### src/rtl/fetch_pkg.sv
// Shared BTB entry layout, 2-bit counter encodings and the counter update helper
// used by the fetch stage and its branch target buffer.
package fetch_pkg;

  // Storage width of tag/target fields; the fetch stage's XLEN must not exceed it.
  localparam int ENTRY_W = 32;

  localparam logic [1:0] SNT = 2'b00;
  localparam logic [1:0] WNT = 2'b01;
  localparam logic [1:0] WT  = 2'b10;
  localparam logic [1:0] ST  = 2'b11;

  typedef struct packed {
    logic               valid;
    logic [ENTRY_W-1:0] tag;
    logic [ENTRY_W-1:0] target;
    logic [1:0]         ctr;
  } btb_entry_t;

  function automatic logic [1:0] ctr_next(input logic [1:0] ctr, input logic taken);
    if (taken) return (ctr == ST) ? ST : ctr + 2'd1;
    else       return (ctr == SNT) ? SNT : ctr - 2'd1;
  endfunction

endpackage

### src/rtl/btb.sv
// Direct-mapped branch target buffer: one combinational lookup port and one
// registered update port; a same-cycle update is only seen by the next lookup.
module btb
  import fetch_pkg::*;
#(
  parameter int XLEN      = 32,
  parameter int BTB_DEPTH = 16
) (
  input  logic            clk,
  input  logic            rst,
  input  logic [XLEN-1:2] lookup_pc,
  output logic            pred_taken,
  output logic [XLEN-1:0] pred_target,
  input  logic            upd_vld,
  input  logic [XLEN-1:2] upd_pc,
  input  logic [XLEN-1:0] upd_target,
  input  logic            upd_taken
);

  localparam int IDX = $clog2(BTB_DEPTH);

  btb_entry_t mem [BTB_DEPTH];

  logic [IDX-1:0]     l_idx;
  logic [IDX-1:0]     u_idx;
  logic [ENTRY_W-1:0] l_tag;
  logic [ENTRY_W-1:0] u_tag;
  logic               l_hit;
  logic               u_hit;

  assign l_idx = lookup_pc[IDX+1:2];
  assign u_idx = upd_pc[IDX+1:2];
  assign l_tag = ENTRY_W'(lookup_pc[XLEN-1:IDX+2]);
  assign u_tag = ENTRY_W'(upd_pc[XLEN-1:IDX+2]);

  assign l_hit       = mem[l_idx].valid && (mem[l_idx].tag == l_tag);
  assign u_hit       = mem[u_idx].valid && (mem[u_idx].tag == u_tag);
  assign pred_taken  = l_hit && mem[l_idx].ctr[1];
  assign pred_target = pred_taken ? mem[l_idx].target[XLEN-1:0] : '0;

  // Tag/target are left unreset; valid=0 makes their contents irrelevant.
  always_ff @(posedge clk) begin
    if (rst) begin
      for (int i = 0; i < BTB_DEPTH; i++) begin
        mem[i].valid <= 1'b0;
        mem[i].ctr   <= WNT;
      end
    end else if (upd_vld) begin
      if (u_hit) begin
        mem[u_idx].ctr <= ctr_next(mem[u_idx].ctr, upd_taken);
        if (upd_taken) mem[u_idx].target <= ENTRY_W'(upd_target);
      end else if (upd_taken) begin
        mem[u_idx] <= '{valid: 1'b1, tag: u_tag, target: ENTRY_W'(upd_target), ctr: WT};
      end
    end
  end

endmodule

### src/rtl/fetch_stage.sv
// Instruction fetch PC register with next-PC selection (reset, redirect, stall,
// BTB prediction, sequential) and the BTB that feeds the prediction.
module fetch_stage
  import fetch_pkg::*;
#(
  parameter int              XLEN      = 32,
  parameter int              BTB_DEPTH = 16,
  parameter logic [XLEN-1:0] RESET_PC  = 32'h0000_0000
) (
  input  logic            i_clk,
  input  logic            i_rst,
  input  logic            i_stall,
  input  logic            i_redirect,
  input  logic [XLEN-1:0] i_redirect_pc,
  input  logic            i_upd_vld,
  input  logic [XLEN-1:0] i_upd_pc,
  input  logic [XLEN-1:0] i_upd_target,
  input  logic            i_upd_taken,
  output logic [XLEN-1:0] o_pc,
  output logic [XLEN-1:0] o_pc_4,
  output logic            o_pred_taken,
  output logic [XLEN-1:0] o_pred_target,
  output logic            o_vld
);

  logic [XLEN-1:0] pc_p0;
  logic            vld_p0;
  logic [XLEN-1:0] pc_next;
  logic [XLEN-1:0] seq_pc;

  // Low address bits are word-alignment only and never steer anything.
  logic unused_low_bits;
  assign unused_low_bits = &{1'b0, i_redirect_pc[1:0], i_upd_pc[1:0]};

  btb #(
    .XLEN      (XLEN),
    .BTB_DEPTH (BTB_DEPTH)
  ) u_btb (
    .clk         (i_clk),
    .rst         (i_rst),
    .lookup_pc   (pc_p0[XLEN-1:2]),
    .pred_taken  (o_pred_taken),
    .pred_target (o_pred_target),
    .upd_vld     (i_upd_vld),
    .upd_pc      (i_upd_pc[XLEN-1:2]),
    .upd_target  (i_upd_target),
    .upd_taken   (i_upd_taken)
  );

  assign seq_pc = pc_p0 + XLEN'(4);

  always_comb begin
    pc_next = seq_pc;
    if (i_redirect)        pc_next = {i_redirect_pc[XLEN-1:2], 2'b00};
    else if (i_stall)      pc_next = pc_p0;
    else if (o_pred_taken) pc_next = o_pred_target;
  end

  // Stage p0: registered fetch address
  always_ff @(posedge i_clk) begin
    if (i_rst) begin
      pc_p0  <= RESET_PC;
      vld_p0 <= 1'b0;
    end else begin
      pc_p0  <= pc_next;
      vld_p0 <= 1'b1;
    end
  end

  assign o_pc   = pc_p0;
  assign o_pc_4 = seq_pc;
  assign o_vld  = vld_p0;

endmodule

### config.mk
export PLATFORM = sky130hd
export DESIGN_NAME = fetch_stage
export DESIGN_NICKNAME = d
export VERILOG_FILES = /design/src/rtl/fetch_pkg.sv /design/src/rtl/btb.sv /design/src/rtl/fetch_stage.sv
export SDC_FILE = /design/constraint.sdc
export NUM_CORES = 1
export LEC_CHECK = 0
export CAP_MARGIN = 20
export CORE_ASPECT_RATIO = 1.25
export CORE_MARGIN = 2
export CORE_UTILIZATION = 40
export CTS_CLUSTER_SIZE = 24
export DETAILED_ROUTE_END_ITERATION = 6
export GPL_TIMING_DRIVEN = 0
export PLACE_DENSITY_LB_ADDON = 0.05
export SETUP_SLACK_MARGIN = 0.5
export SYNTH_ARGS = -nofsm -noshare
export SYNTH_HDL_FRONTEND = slang
export SYNTH_SLANG_ARGS = --single-unit
### constraint.sdc
create_clock -name i_clk -period 5.4 [get_ports i_clk]
set_input_delay 0.54 -clock i_clk [delete_from_list [all_inputs] [get_ports i_clk]]
set_output_delay 0.54 -clock i_clk [all_outputs]
set_load 0.01 [all_outputs]
After elaboration in Yosys (flattened, before gate mapping)
Memory sizes are Yosys's and may differ from the RTL's. A register that Yosys moved wholly into a read port is not among the register bits.
Cells that the tools add are included.
- shift-type cells: 0
- order comparisons: 0
- divide/modulo/power cells: 0
- $add $sub $neg: 3
- mux-type cells: 33
- bitwise gates (word level): 2
- equal/unequal tests: 4
- reduce and logical (&&, ||, !) cells: 6
- $mul: 0
- operator list (operator ; number):
    32-bit two-way mux ; 5
    32-bit by 26-bit == test with 1-bit output ; 2
    61-bit two-way mux ; 1
    61-bit OR reduction ; 1
    32-bit by 3-bit adder with 32-bit output, second input constant ; 1
    1-bit two-way mux ; 16
    4-bit two-way mux ; 4
    2-bit two-way mux ; 7
    1-bit logical AND ; 3
    2-bit by 1-bit adder with 2-bit output, second input constant ; 1
    2-bit == test, second input constant ; 1
    2-bit logical NOT ; 1
    2-bit by 1-bit inequality test with 1-bit output, second input constant ; 1
    1-bit OR ; 2
    2-bit OR reduction ; 1
    2-bit by 1-bit subtractor with 2-bit output, second input constant ; 1
- ROM bits: 0
- latch bits: 0
- register bits: 33
- output and inout port bits: 98
- memories: 1
- RAM bits: 976
- bits of input ports: 102
- logic and storage cells: 52
- memory list (name ; depth ; width ; rd ports ; clocked after Yosys merged registers in ; wr ports ; RTL line ; source):
    u_btb.mem ; 16 ; 61 ; 2 ; 1 ; 16 ; btb.sv:22 ; btb_entry_t mem [BTB_DEPTH];

Depth between registers and ports, before layout
Gate-level depths: netlist of run 1.
An unclocked memory read counts as a cell.
- word-level depth: 10
- mapped depth: 16

Hierarchy
A second synthesis of run 1 with hierarchy kept.
- cells, all modules: 2297
- area, all modules: 44199.9 µm²
- modules (own cells, without submodules) (module ; cells each ; times used ; area an instance (µm²) ; sequential area each (µm²)):
    btb ; 1992 ; 1 ; 41883.9 ; 29148.0
    fetch_stage ; 305 ; 1 ; 2316.0 ; 660.6

Worst setup path before layout of run 1
OpenSTA, ideal clock, no wires.
- path kind: input port to flip-flop
- start: in i_upd_pc[3]
- end: mem u_btb.mem[14][34] (netlist bit), enable pin
- required time: 5.014 ns
- stages: 7
- arrival: 4.716 ns
- setup slack: 0.298 ns
- cell sequence: buf_4 buf_4 nor2b_1 clkbuf_1 nand2_1 nor3_1 and2_1
- RTL lines (element ; RTL line ; source):
    start, declared ; fetch_stage.sv:16 ; input logic [XLEN-1:0] i_upd_pc,
    end, declared ; btb.sv:22 ;

==> flow_summary_export.csv, run 1 <==
group,metric,value,unit
route,dr_total_vias,29700,
pwr,p_leak,18.5,nW
setup_path,r2r_slack,730,ps
sta,timing.fmax,0.202,GHz
place,io_buffers,192,
pwr,peakVddDrop,0.270,mV
logic_synthesis,synth.cell_area,45600,um2
floorplanning,chipHeight,382,um
place,routabilityCongestion,0.990,
floorplanning,core,113000,um2
pwr,power_density,325,nW/um2
clock_network,clk_path_buf_depth,3,
logic_synthesis,synth_edf_count,960,
cells_and_area,final_cell_area,56400,um2
flow_run,drv_cap,0,
logic_synthesis,ys.warnings.count,0,
logic_synthesis,netlist_instances,2619,
sta,finalHoldViolCount,0,
route,drt_iter0_markers,3856,
setup_path,cp-start-kind,"primary input",
setup_path,endpoint_kind,"flop",
setup_path,cp_max_fo,11,
cells_and_area,multi_input_area,15600,um2
route,ant_nets,0,
route,postRouteWirelength,188000,um
logic_synthesis,synth_ff_type,"edfxtp_1",
logic_synthesis,synth.area.top_cells,"edfxtp_1 63%, mux4_2 15%, mux2i_1 3.4%",
clock_network,clk_latency,720,ps
sta,period_needed,4960,ps
grt,track_usage,0.321,
route,wl_per_cell,40.7,um
grt,grt_pass1_vias,29800,
setup_path,required,5850,ps
logic_synthesis,synth_seq_cells,1013,
status,outcome,"complete, no violations",
place,placed_area,50800,um2
logic_synthesis,yosysSeqAreaShare,0.655,
clock_network,cts_tree,"done",
sta,tightest_slew,1070,ps
cells_and_area,n_fill_cell,9448,
floorplanning,dieArea,117000,um2
pwr,design_power_total,18.3,mW
sta,max-slew-margin-rel,0.281,
grt,antenna_found_initial,13,
logic_synthesis,avgSynthCellArea,17.4,um2
cells_and_area,area_growth,23.5,%
pwr,p_clk_frac,0.400,
logic_synthesis,synth_top_cell_by_area,"edfxtp_1",
sta,fin_crit_sh,0.918,
sta,rsz0062_at_grt,"yes",
pwr,netSwitchingFraction,0.251,
floorplanning,std_cell_rows,138,
clock_network,cts_buffers,104,
clock_network,clk_pin_slew_worst_paths,60,ps
sta,skew,29.6,ps
logic_synthesis,ys_async_sr_fraction,0,
route,via_per_inst,6.42,
pwr,internal_power,13.7,mW
logic_synthesis,syn-num-nets,2722,
cells_and_area,fin_nets,3159,
pwr,seq_power_share,0.476,
min_path,hp-class,"primary input to flop",
floorplanning,die_width,306,um
sta,drv_slew,0,
sta,finalSetupViolCount,0,
grt,grt_pass1_wl,253000,um
pwr,p_switching,4.59,mW
route,dr.pass1.iters,5,
clock_network,cts_hold_buffers,0,
grt,grt_max_degree,23,
setup_path,crit_arrival,5410,ps
cells_and_area,ff_latch_area,29900,um2
logic_synthesis,synth_cell_type_count,81,
floorplanning,ios,200,
clock_network,htree_num_levels,3,
floorplanning,start_util,0.403,
clock_network,cts-root-buf,"clkbuf_16",
place,hpwl,132000,um
pwr,pwr-share-comb,0.124,
cells_and_area,layout-drive-gt1-share,0.302,
setup_path,worstSetupPathType,"primary input to flop",
route,drc,0,
logic_synthesis,netlist.area_leader.share,0.632,
clock_network,cts.sinks,1013,
grt,grt_overflow,0,
metrics by stage:
| step | TNS (ps) | cells | util | setup slack [ps] | hold slack, ps |
|---|---|---|---|---|---|
| final | 0 | 4620 | 0.498 | 443 | 442 |
| after global routing | 0 | 4617 | 0.497 | 400 | 460 |
| after CTS | 0 | 4593 | 0.493 | 392 | 405 |
| after detailed placement | -602010 | 4347 | 0.448 | -2050 | 469 |
| after global placement | -2957030 | 4281 | 0.436 | -6640 | 452 |
| after floorplan | 0 | 2619 | - | 298 | 443 |
cells in the mapped netlist (10+ instances only):
cell type  count
a22oi_1       40
buf_6         12
a41o_1        19
o31ai_1       10
clkbuf_1      88
nor3_1        40
nand2b_1      26
nand3_1       39
edfxtp_1     960
nor2_1       101
buf_1         14
inv_1         16
xor2_1        30
buf_4         20
or3_1         31
o21ai_0       39
mux4_2       313
nor2b_1       34
o22ai_1       43
dfxtp_1       53
nand2_1       80
xnor2_1       46
buf_2         59
a22o_1        15
nand4_1       35
a21oi_1       47
mux2i_1      155
mux2_2        47
and3_1        39
logic make-up after synthesis:
logic type / share of synthesized area
flip-flops: 0.655
multiplexers: 0.201
AND/OR/NAND/NOR: 0.0602
AO/OA/AOI/OAI: 0.0470
buffers and inverters: 0.0226
XOR/XNOR: 0.0146
adder cells (fa/ha/maj): 0.000274
critical path, cell delays in order:
cell and delay, ps:
clkdlybuf4s50_1 540, buf_4 310, buf_4 360, buf_4 400
nand2_1 360, o221ai_1 320, xor2_1 390, o2111ai_2 450
a2111oi_4 640, and3_4 360, a31oi_4 170, buf_6 200
or3_1 310
area by class of cell:
class,instances,share of cell area
well taps,1470,0.0326
inverters,18,0.00122
repair buffers,331,0.0693
flip-flops and latches,1013,0.531
diodes,5,0.000222
multi-input cells,1395,0.277
plain buffers,193,0.0290
clock buffers,135,0.0499
clock inverters,60,0.0105
repair_timing:
action	in CTS	in global routing
pin swaps	26	23
setup endpoints to repair	576	130
gates cloned	4	1
setup buffers	47	21
gates resized for setup	395	56
state kept, by name (all words and copies together), names as in the netlist, named ones only:
| name | flops |
|---|---|
| o_vld | 1 |
| o_pc | 30 |
| u_btb.mem | 976 |
path summary, 6_finish.rpt:
path | from | endpoint | cells after the start
worst max-delay path | i_upd_pc[5] | u_btb.mem[6][0] | 13
worst min-delay path | i_upd_vld | u_btb.mem[13][0] | 2
worst min register to register | flop | flop | 2
worst max register to register | flop | o_pc[8] | 15
cell usage in the layout (no fill, tap or decap), types with 35 or more instances in the layout:
cell type / instances
nand3_1: 39
dfxtp_1: 49
clkdlybuf4s50_1: 159
clkbuf_16: 110
nand4_1: 35
a21oi_1: 39
mux2_2: 47
buf_6: 50
nor2_1: 63
o21ai_0: 39
clkbuf_1: 79
xnor2_1: 41
o22ai_1: 35
edfxtp_1: 960
and3_1: 39
buf_12: 47
nand2_1: 75
mux4_2: 313
mux2i_1: 143
buf_4: 81
a22oi_1: 40
routing by layer:
metal,vias up,GRT usage,share of wire
met5,-,0,0.00024
met4,8,0.192,0.068
met3,407,0.0435,0.069
met2,1732,0.534,0.49
met1,15800,0.401,0.37
li1,11700,-,-
power by group through the flow:
stage	Combinational (mW)	Clock, mW	Sequential [mW]
global route	2.33	7.66	8.74
floorplan	1.02	0	8.87
global placement	1.95	0	8.90
CTS	2.19	7.40	8.73
detailed placement	1.99	0	8.90
finish	2.27	7.33	8.73
Power figures use the tool's default switching activity.
==> run 2, diff against run 1 <==
--- a/config.mk
+++ b/config.mk
@@ -5,6 +5,7 @@
 export SDC_FILE = /design/constraint.sdc
 export NUM_CORES = 1
 export LEC_CHECK = 0
+export ABC_CLOCK_PERIOD_IN_PS = 5400
 export CAP_MARGIN = 20
 export CORE_ASPECT_RATIO = 1.25
 export CORE_MARGIN = 2
==> results of run 2 <==
Same layout as run 1: the final DEF is identical, and so are final timing and power.
